[config.mk]
export PLATFORM = sky130hd
export DESIGN_NAME = matrix_tx_formatter
export DESIGN_NICKNAME = d
export VERILOG_FILES = /design/src/rtl/matrix_tx_formatter_pkg.sv /design/src/rtl/matrix_tx_formatter_dec_digit_gen.sv /design/src/rtl/matrix_tx_formatter.sv
export SDC_FILE = /design/constraint.sdc
export NUM_CORES = 1
export LEC_CHECK = 0
export ABC_AREA = 1
export BUFFER_PORTS_ARGS = -buffer_cell sky130_fd_sc_hd__buf_4
export CORE_ASPECT_RATIO = 0.75
export CORE_UTILIZATION = 59
export DETAILED_ROUTE_END_ITERATION = 16
export GPL_TIMING_DRIVEN = 0
export PLACE_DENSITY = 0.78
export RECOVER_POWER = 25
export SETUP_SLACK_MARGIN = 0.5
export SYNTH_ARGS = -nofsm -noshare
export SYNTH_HDL_FRONTEND = slang
export SYNTH_SLANG_ARGS = --single-unit
[constraint.sdc]
create_clock -name clk -period 2.7 [get_ports clk]
set_clock_uncertainty 0.15 [all_clocks]
set_input_delay 0.675 -clock clk [delete_from_list [all_inputs] [get_ports clk]]
set_output_delay 0.675 -clock clk [all_outputs]
set_load 0.02 [all_outputs]
[src/rtl/matrix_tx_formatter_pkg.sv]
// Shared constants, FSM encoding and helpers for the matrix text formatter.
// Latency: n/a (declarations only).
// Backpressure: n/a.
package matrix_tx_formatter_pkg;

  localparam int unsigned MAX_DIM = 5;

  localparam logic [7:0] ASCII_ZERO  = 8'h30;
  localparam logic [7:0] ASCII_MINUS = 8'h2D;
  localparam logic [7:0] ASCII_SPACE = 8'h20;
  localparam logic [7:0] ASCII_CR    = 8'h0D;
  localparam logic [7:0] ASCII_LF    = 8'h0A;

  typedef enum logic [3:0] {
    ST_IDLE,
    ST_CHECK,
    ST_RD_REQ,
    ST_RD_WAIT,
    ST_CONV,
    ST_SIGN,
    ST_DIGIT,
    ST_SEP,
    ST_CR,
    ST_LF,
    ST_DONE
  } fmt_state_e;

  // Decimal weight of digit position idx, most significant (10000) first.
  function automatic logic [16:0] place_weight(input logic [2:0] idx);
    logic [16:0] w;
    case (idx)
      3'd0:    w = 17'd10000;
      3'd1:    w = 17'd1000;
      3'd2:    w = 17'd100;
      3'd3:    w = 17'd10;
      default: w = 17'd1;
    endcase
    return w;
  endfunction

endpackage

[src/rtl/matrix_tx_formatter_dec_digit_gen.sv]
// Subtractive binary-to-decimal digit generator, digits most-significant first.
// Latency: one cycle per subtraction (<=9 per digit) plus one cycle per digit.
// Backpressure: a presented digit is held until i_digit_ack; conversion pauses meanwhile.
module dec_digit_gen
  import matrix_tx_formatter_pkg::*;
(
  input  logic        clk,
  input  logic        rst_n,
  input  logic        i_load,
  input  logic [16:0] i_mag,
  output logic        o_digit_vld,
  output logic [3:0]  o_digit,
  output logic        o_digit_last,
  input  logic        i_digit_ack
);

  logic        run_q, run_d;
  logic [16:0] rem_q, rem_d;
  logic [2:0]  place_q, place_d;
  logic [3:0]  cnt_q, cnt_d;
  logic        started_q, started_d;
  logic        vld_q, vld_d;
  logic [16:0] weight;

  assign weight       = place_weight(place_q);
  assign o_digit_vld  = vld_q;
  assign o_digit      = cnt_q;
  assign o_digit_last = (place_q == 3'd4);

  // Digit state registers.
  always_ff @(posedge clk or negedge rst_n) begin
    if (!rst_n) begin
      run_q     <= 1'b0;
      rem_q     <= '0;
      place_q   <= '0;
      cnt_q     <= '0;
      started_q <= 1'b0;
      vld_q     <= 1'b0;
    end else begin
      run_q     <= run_d;
      rem_q     <= rem_d;
      place_q   <= place_d;
      cnt_q     <= cnt_d;
      started_q <= started_d;
      vld_q     <= vld_d;
    end
  end

  // One subtraction or one digit decision per cycle; leading zeros are
  // skipped until a nonzero digit appears, but the units digit always shows.
  always_comb begin
    run_d     = run_q;
    rem_d     = rem_q;
    place_d   = place_q;
    cnt_d     = cnt_q;
    started_d = started_q;
    vld_d     = vld_q;
    if (i_load) begin
      run_d     = 1'b1;
      rem_d     = i_mag;
      place_d   = 3'd0;
      cnt_d     = 4'd0;
      started_d = 1'b0;
      vld_d     = 1'b0;
    end else if (run_q) begin
      if (vld_q) begin
        if (i_digit_ack) begin
          vld_d     = 1'b0;
          started_d = 1'b1;
          cnt_d     = 4'd0;
          if (place_q == 3'd4) run_d = 1'b0;
          else                 place_d = place_q + 3'd1;
        end
      end else if ((rem_q >= weight) && (cnt_q < 4'd9)) begin
        rem_d = rem_q - weight;
        cnt_d = cnt_q + 4'd1;
      end else if ((cnt_q != 4'd0) || started_q || (place_q == 3'd4)) begin
        vld_d = 1'b1;
      end else begin
        place_d = place_q + 3'd1;
      end
    end
  end

endmodule

[src/rtl/matrix_tx_formatter.sv]
// Reads an m x n matrix from storage and streams it as ASCII decimal text, rows ended by CR LF.
// Latency: 3 cycles from start to first read; per element read + conversion + bytes.
// Backpressure: valid/ready on the TX byte; byte and state hold while i_tx_ready is low.
module matrix_tx_formatter #(
  parameter int ADDR_W  = 9,
  parameter int DATA_W  = 32,
  parameter int MAX_DIM = matrix_tx_formatter_pkg::MAX_DIM
) (
  input  logic              clk,
  input  logic              rst_n,
  input  logic              i_start,
  input  logic [ADDR_W-1:0] i_base_addr,
  input  logic [2:0]        i_m,
  input  logic [2:0]        i_n,
  output logic [ADDR_W-1:0] o_rd_addr,
  input  logic [DATA_W-1:0] i_rd_data,
  output logic [7:0]        o_tx_data,
  output logic              o_tx_valid,
  input  logic              i_tx_ready,
  output logic              o_busy,
  output logic              o_done,
  output logic              o_error
);
  import matrix_tx_formatter_pkg::*;

  localparam logic [2:0] MAX_DIM_L = 3'(MAX_DIM);

  fmt_state_e        state_q, state_d;
  logic [ADDR_W-1:0] base_q, base_d;
  logic [ADDR_W-1:0] addr_q, addr_d;
  logic [2:0]        m_q, m_d, n_q, n_d;
  logic [2:0]        row_q, row_d, col_q, col_d;
  logic [15:0]       val_q, val_d;

  logic              dims_bad;
  logic [16:0]       mag;
  logic              dg_load, dg_ack, dg_vld, dg_last;
  logic [3:0]        dg_digit;
  logic              unused_rd_hi;

  // Only the low half-word carries the element value.
  assign unused_rd_hi = ^i_rd_data[DATA_W-1:16];
  assign o_rd_addr    = addr_q;
  assign dims_bad     = (m_q == 3'd0) || (n_q == 3'd0) ||
                        (m_q > MAX_DIM_L) || (n_q > MAX_DIM_L);
  // 17 bits so that -32768 has a representable magnitude.
  assign mag          = val_q[15] ? (17'd0 - {val_q[15], val_q}) : {1'b0, val_q};

  dec_digit_gen u_digits (
    .clk          (clk),
    .rst_n        (rst_n),
    .i_load       (dg_load),
    .i_mag        (mag),
    .o_digit_vld  (dg_vld),
    .o_digit      (dg_digit),
    .o_digit_last (dg_last),
    .i_digit_ack  (dg_ack)
  );

  // Control and datapath registers.
  always_ff @(posedge clk or negedge rst_n) begin
    if (!rst_n) begin
      state_q <= ST_IDLE;
      base_q  <= '0;
      addr_q  <= '0;
      m_q     <= '0;
      n_q     <= '0;
      row_q   <= '0;
      col_q   <= '0;
      val_q   <= '0;
    end else begin
      state_q <= state_d;
      base_q  <= base_d;
      addr_q  <= addr_d;
      m_q     <= m_d;
      n_q     <= n_d;
      row_q   <= row_d;
      col_q   <= col_d;
      val_q   <= val_d;
    end
  end

  // Next state and outputs; outputs are decoded from the current state so a
  // stalled byte stays put until it is accepted.
  always_comb begin
    state_d    = state_q;
    base_d     = base_q;
    addr_d     = addr_q;
    m_d        = m_q;
    n_d        = n_q;
    row_d      = row_q;
    col_d      = col_q;
    val_d      = val_q;
    o_tx_valid = 1'b0;
    o_tx_data  = 8'h00;
    o_busy     = (state_q != ST_IDLE);
    o_done     = 1'b0;
    o_error    = 1'b0;
    dg_load    = 1'b0;
    dg_ack     = 1'b0;
    case (state_q)
      ST_IDLE: begin
        if (i_start) begin
          base_d  = i_base_addr;
          m_d     = i_m;
          n_d     = i_n;
          state_d = ST_CHECK;
        end
      end
      ST_CHECK: begin
        if (dims_bad) begin
          o_error = 1'b1;
          o_busy  = 1'b0;
          state_d = ST_IDLE;
        end else begin
          row_d   = 3'd0;
          col_d   = 3'd0;
          addr_d  = base_q;
          state_d = ST_RD_REQ;
        end
      end
      ST_RD_REQ:  state_d = ST_RD_WAIT;
      ST_RD_WAIT: begin
        val_d   = i_rd_data[15:0];
        state_d = ST_CONV;
      end
      ST_CONV: begin
        dg_load = 1'b1;
        state_d = val_q[15] ? ST_SIGN : ST_DIGIT;
      end
      ST_SIGN: begin
        o_tx_valid = 1'b1;
        o_tx_data  = ASCII_MINUS;
        if (i_tx_ready) state_d = ST_DIGIT;
      end
      ST_DIGIT: begin
        o_tx_valid = dg_vld;
        o_tx_data  = ASCII_ZERO + {4'd0, dg_digit};
        if (dg_vld && i_tx_ready) begin
          dg_ack = 1'b1;
          if (dg_last) state_d = (col_q == n_q - 3'd1) ? ST_CR : ST_SEP;
        end
      end
      ST_SEP: begin
        o_tx_valid = 1'b1;
        o_tx_data  = ASCII_SPACE;
        if (i_tx_ready) begin
          col_d   = col_q + 3'd1;
          addr_d  = addr_q + 1'b1;
          state_d = ST_RD_REQ;
        end
      end
      ST_CR: begin
        o_tx_valid = 1'b1;
        o_tx_data  = ASCII_CR;
        if (i_tx_ready) state_d = ST_LF;
      end
      ST_LF: begin
        o_tx_valid = 1'b1;
        o_tx_data  = ASCII_LF;
        if (i_tx_ready) begin
          col_d = 3'd0;
          if (row_q == m_q - 3'd1) begin
            state_d = ST_DONE;
          end else begin
            row_d   = row_q + 3'd1;
            addr_d  = addr_q + 1'b1;
            state_d = ST_RD_REQ;
          end
        end
      end
      ST_DONE: begin
        o_done  = 1'b1;
        o_busy  = 1'b0;
        state_d = ST_IDLE;
      end
      default: state_d = ST_IDLE;
    endcase
  end

endmodule

==> impl_metrics.json <==
{
  "start_util": 0.622,
  "setup.worst_path.class": "flip-flop to flip-flop",
  "netSwitchingFraction": 0.509,
  "synth_cell_types": 42,
  "fmax_ghz": 0.375,
  "holdBufCountCts": 0,
  "die_area_mm2": 0.00953,
  "synth.top_cell.area_share": 0.357,
  "cp_cell_sequence": "inv_4, ha_4, nand2_4, ha_4, a21oi_1, nand2_1, nand2_1, nand2_1, nor2_2, nand2_4, nand4_4, nand2_4, clkbuf_16, nand2_1, nand2_1",
  "core-area_mm2": 0.00867,
  "endpoint_kind": "flip-flop",
  "fin_nets": 954,
  "min_period_ns": 2.67,
  "setup_viol": 0,
  "rows": 29,
  "netlist_area_mm2": 0.00540,
  "synth_top_flop_cell": "dfrtp_1",
  "async_flop_share": 1.00,
  "fin_area_mm2": 0.00730,
  "place_area_mm2": 0.00597,
  "maxSlewHeadroom": 0.340,
  "p_comb_frac": 0.703,
  "drt_iter0_drc": 786,
  "yosys-top-cells-area": "dfrtp_1 36%, nand2_1 14%, ha_1 7.0%, nand3_1 6.3%, nor2_1 5.9%",
  "n_antenna_cell": 0,
  "hpwl_mm": 10.4,
  "worst_slew_pin_slew_ns": 0.989,
  "intPower_mw": 5.70,
  "synthToLayoutAreaGrowth_pct": 35.3,
  "hold_violations": 0,
  "r2r_cells": 15,
  "drv_cap": 0,
  "p_clk_frac": 0.099,
  "avgRoutedWirePerCell_um": 18.4,
  "dieWidth_um": 112,
  "ir_worst_vdd_mv": 0.822,
  "cpPeakStageDelay_ns": 0.49,
  "path_clk_slew_ns": 0.07,
  "fin_crit_sh": 0.987,
  "syn_inst": 759,
  "rsz0062_at_grt": "yes",
  "r2r-start": "u_digits.place_q[0]",
  "grt_usage": 0.351,
  "clkLatencyLatePin_ns": 0.35,
  "final_max_slew_viol_count": 0,
  "synth_seq_cells": 77,
  "drive_gt1_frac": 0.320,
  "die_y_um": 84.8,
  "cts_tree": "done",
  "drc": 0,
  "ys_seq_area_frac": 0.357,
  "antenna_found_initial": 0,
  "clockBufferDepth": 2,
  "critical_path_arrival_ns": 2.75,
  "grt_max_degree": 78,
  "cts-htree-levels": 3,
  "routed_wl_mm": 18.1,
  "synth_edf_count": 0,
  "avgSynthCellArea_um2": 7.11,
  "grt_overflow": 0,
  "timing.hold.ws_ns": 0.321,
  "share_seq_of_total_power": 0.198,
  "critPathBufInv": 2,
  "outcome": "finished clean",
  "power_density_mw_per_mm2": 1590,
  "crit_required_ns": 2.78,
  "timing.rr.end": "u_digits.rem_q[2]",
  "cpMostUsedCell": "nand2_1",
  "hold_class": "primary input to asynchronous set/reset pin",
  "gp_congestion": 0.917,
  "yosysWarnings": 0,
  "dr_total_vias": 5940,
  "p_switching_mw": 5.90,
  "grt_pass1_vias": 5527,
  "grt_pass1_wl_mm": 26.4,
  "numCtsBuffers": 9,
  "cts_root_buffer": "clkbuf_16",
  "fin_setup_tns_ns": 0,
  "rrSetupSlack_ns": 0.03,
  "slowest_stage": "dfrtp_2",
  "path_delay_family": "simple AND/OR/NAND/NOR gates",
  "cp-start-kind": "flip-flop",
  "clkSinkCount": 77,
  "first_pass_iters": 5,
  "utilization": 0.841,
  "pin_count": 72,
  "path_max_fanout": 6,
  "vias_per_cell": 6.03,
  "ant_nets": 0,
  "p_leak_nw": 3.53,
  "post-synth-top-area-cell": "dfrtp_1",
  "portBuffers": 53
}
## cells in the mapped netlist (2+ instances only)
| library cell | instances |
|---|---|
| o211ai_1 | 7 |
| nand2_2 | 6 |
| nand2_1 | 203 |
| dfrtp_1 | 77 |
| inv_1 | 69 |
| ha_1 | 30 |
| nand3_1 | 68 |
| clkinv_1 | 5 |
| o31ai_1 | 3 |
| o21ai_0 | 46 |
| nor3_1 | 15 |
| nor2_4 | 2 |
| a31oi_1 | 7 |
| a21oi_1 | 47 |
| buf_6 | 2 |
| nor2_2 | 4 |
| xnor2_1 | 9 |
| mux2_2 | 11 |
| o21ai_1 | 2 |
| nand3_2 | 2 |
| inv_2 | 10 |
| buf_2 | 5 |
| nor2_1 | 85 |
| nand4_1 | 5 |
| clkbuf_1 | 8 |
| buf_1 | 2 |
| buf_4 | 2 |
| and2_1 | 2 |
| nand2_4 | 3 |
| xor2_1 | 10 |
## final cells by class
class / count / area (um^2)
Timing Repair Buffer: 101 / 851
Clock inverter: 6 / 46.3
Inverter: 85 / 345
Sequential cell: 77 / 1940
Fill cell: 480 / 1380
Buffer: 19 / 114
Clock buffer: 10 / 229
Tap cell: 108 / 135
Multi-Input combinational cell: 579 / 3640
## placed cells by master (no fill, tap or decap), types with 11 or more instances in the layout
cell | netlist | layout
inv_1 | 69 | 58
a21oi_1 | 47 | 43
nand2_1 | 203 | 163
buf_6 | 2 | 13
dfrtp_1 | 77 | 70
nand2_2 | 6 | 36
buf_4 | 2 | 88
ha_4 | 0 | 19
nor3_1 | 15 | 14
nand2_4 | 3 | 13
nor2_4 | 2 | 11
clkbuf_16 | 0 | 11
mux2_2 | 11 | 11
nand3_1 | 68 | 63
inv_2 | 10 | 16
o21ai_0 | 46 | 33
nor2_1 | 85 | 73
## flip-flops by register name, summed over array words and instances, names as in the netlist
register and cells:
u_digits.o_digit 4, row_q 3, u_digits.started_q 1, u_digits.rem_q 17, u_digits.o_digit_vld 1, n_q 3, u_digits.run_q 1, u_digits.place_q 3
state_q 4, col_q 3, m_q 3, o_rd_addr 9, val_q 16, base_q 9
## per-layer routing
metal / global-route usage / wire, um / vias up
met5: 0 / 0 / -
met4: 0.115 / 702 / 0
met3: 0.0814 / 1640 / 79
met2: 0.599 / 8630 / 380
met1: 0.444 / 7150 / 2780
li1: - / - / 2701
## stage by stage
step | setup WS (ns) | instances | power, mW
finish | 0.0344 | 985 | 11.6
global route | -0.0617 | 985 | 12.3
CTS | 0.183 | 967 | 10.2
detailed placement | -0.0227 | 921 | 7.72
global placement | -0.0153 | 921 | 7.52
floorplan | 0.335 | 760 | 6.28
## power by group through the flow
stage          Sequential, mW  Combinational, mW  Clock, mW
3_3_place_gp             2.15               5.37          0
2_1_floorplan            2.13               4.16          0
5_1_grt                  2.35               8.75       1.19
4_1_cts                  2.23               6.79       1.14
3_5_place_dp             2.17               5.56          0
6_report                 2.30               8.16       1.14
## worst max-delay path by stage
stage          slack (ns)  cells after the start                 end           startpoint
6_report             0.03                     15   u_digits.rem_q[2]  u_digits.place_q[0]
5_1_grt             -0.06                     15   u_digits.rem_q[2]  u_digits.place_q[1]
3_5_place_dp        -0.02                     14  u_digits.rem_q[11]  u_digits.place_q[0]
4_1_cts              0.18                     17  u_digits.rem_q[15]  u_digits.place_q[0]
3_3_place_gp        -0.02                     15  u_digits.rem_q[16]  u_digits.place_q[0]
2_1_floorplan        0.33                     17  u_digits.rem_q[16]  u_digits.place_q[0]
## logic make-up (layout without fill, tap and decap cells)
family,Yosys count,in the layout,share of synthesized area
compound gates,116,116,0.116
buf+inv,104,221,0.0786
other cells,1,2,0.000695
flops,77,77,0.357
fa+ha+maj,31,31,0.0733
xor+xnor,19,19,0.0308
simple gates,400,400,0.321
mux,11,11,0.0230
## repair_timing
item                                    in CTS  in global routing
endpoints found under the setup margin      34                 45
gates cloned                                 1                  2
pin swaps                                   26                 36
setup buffers                               29                 16
gates resized for setup                    100                 71
No activity file was read; power rests on OpenSTA's default activity.
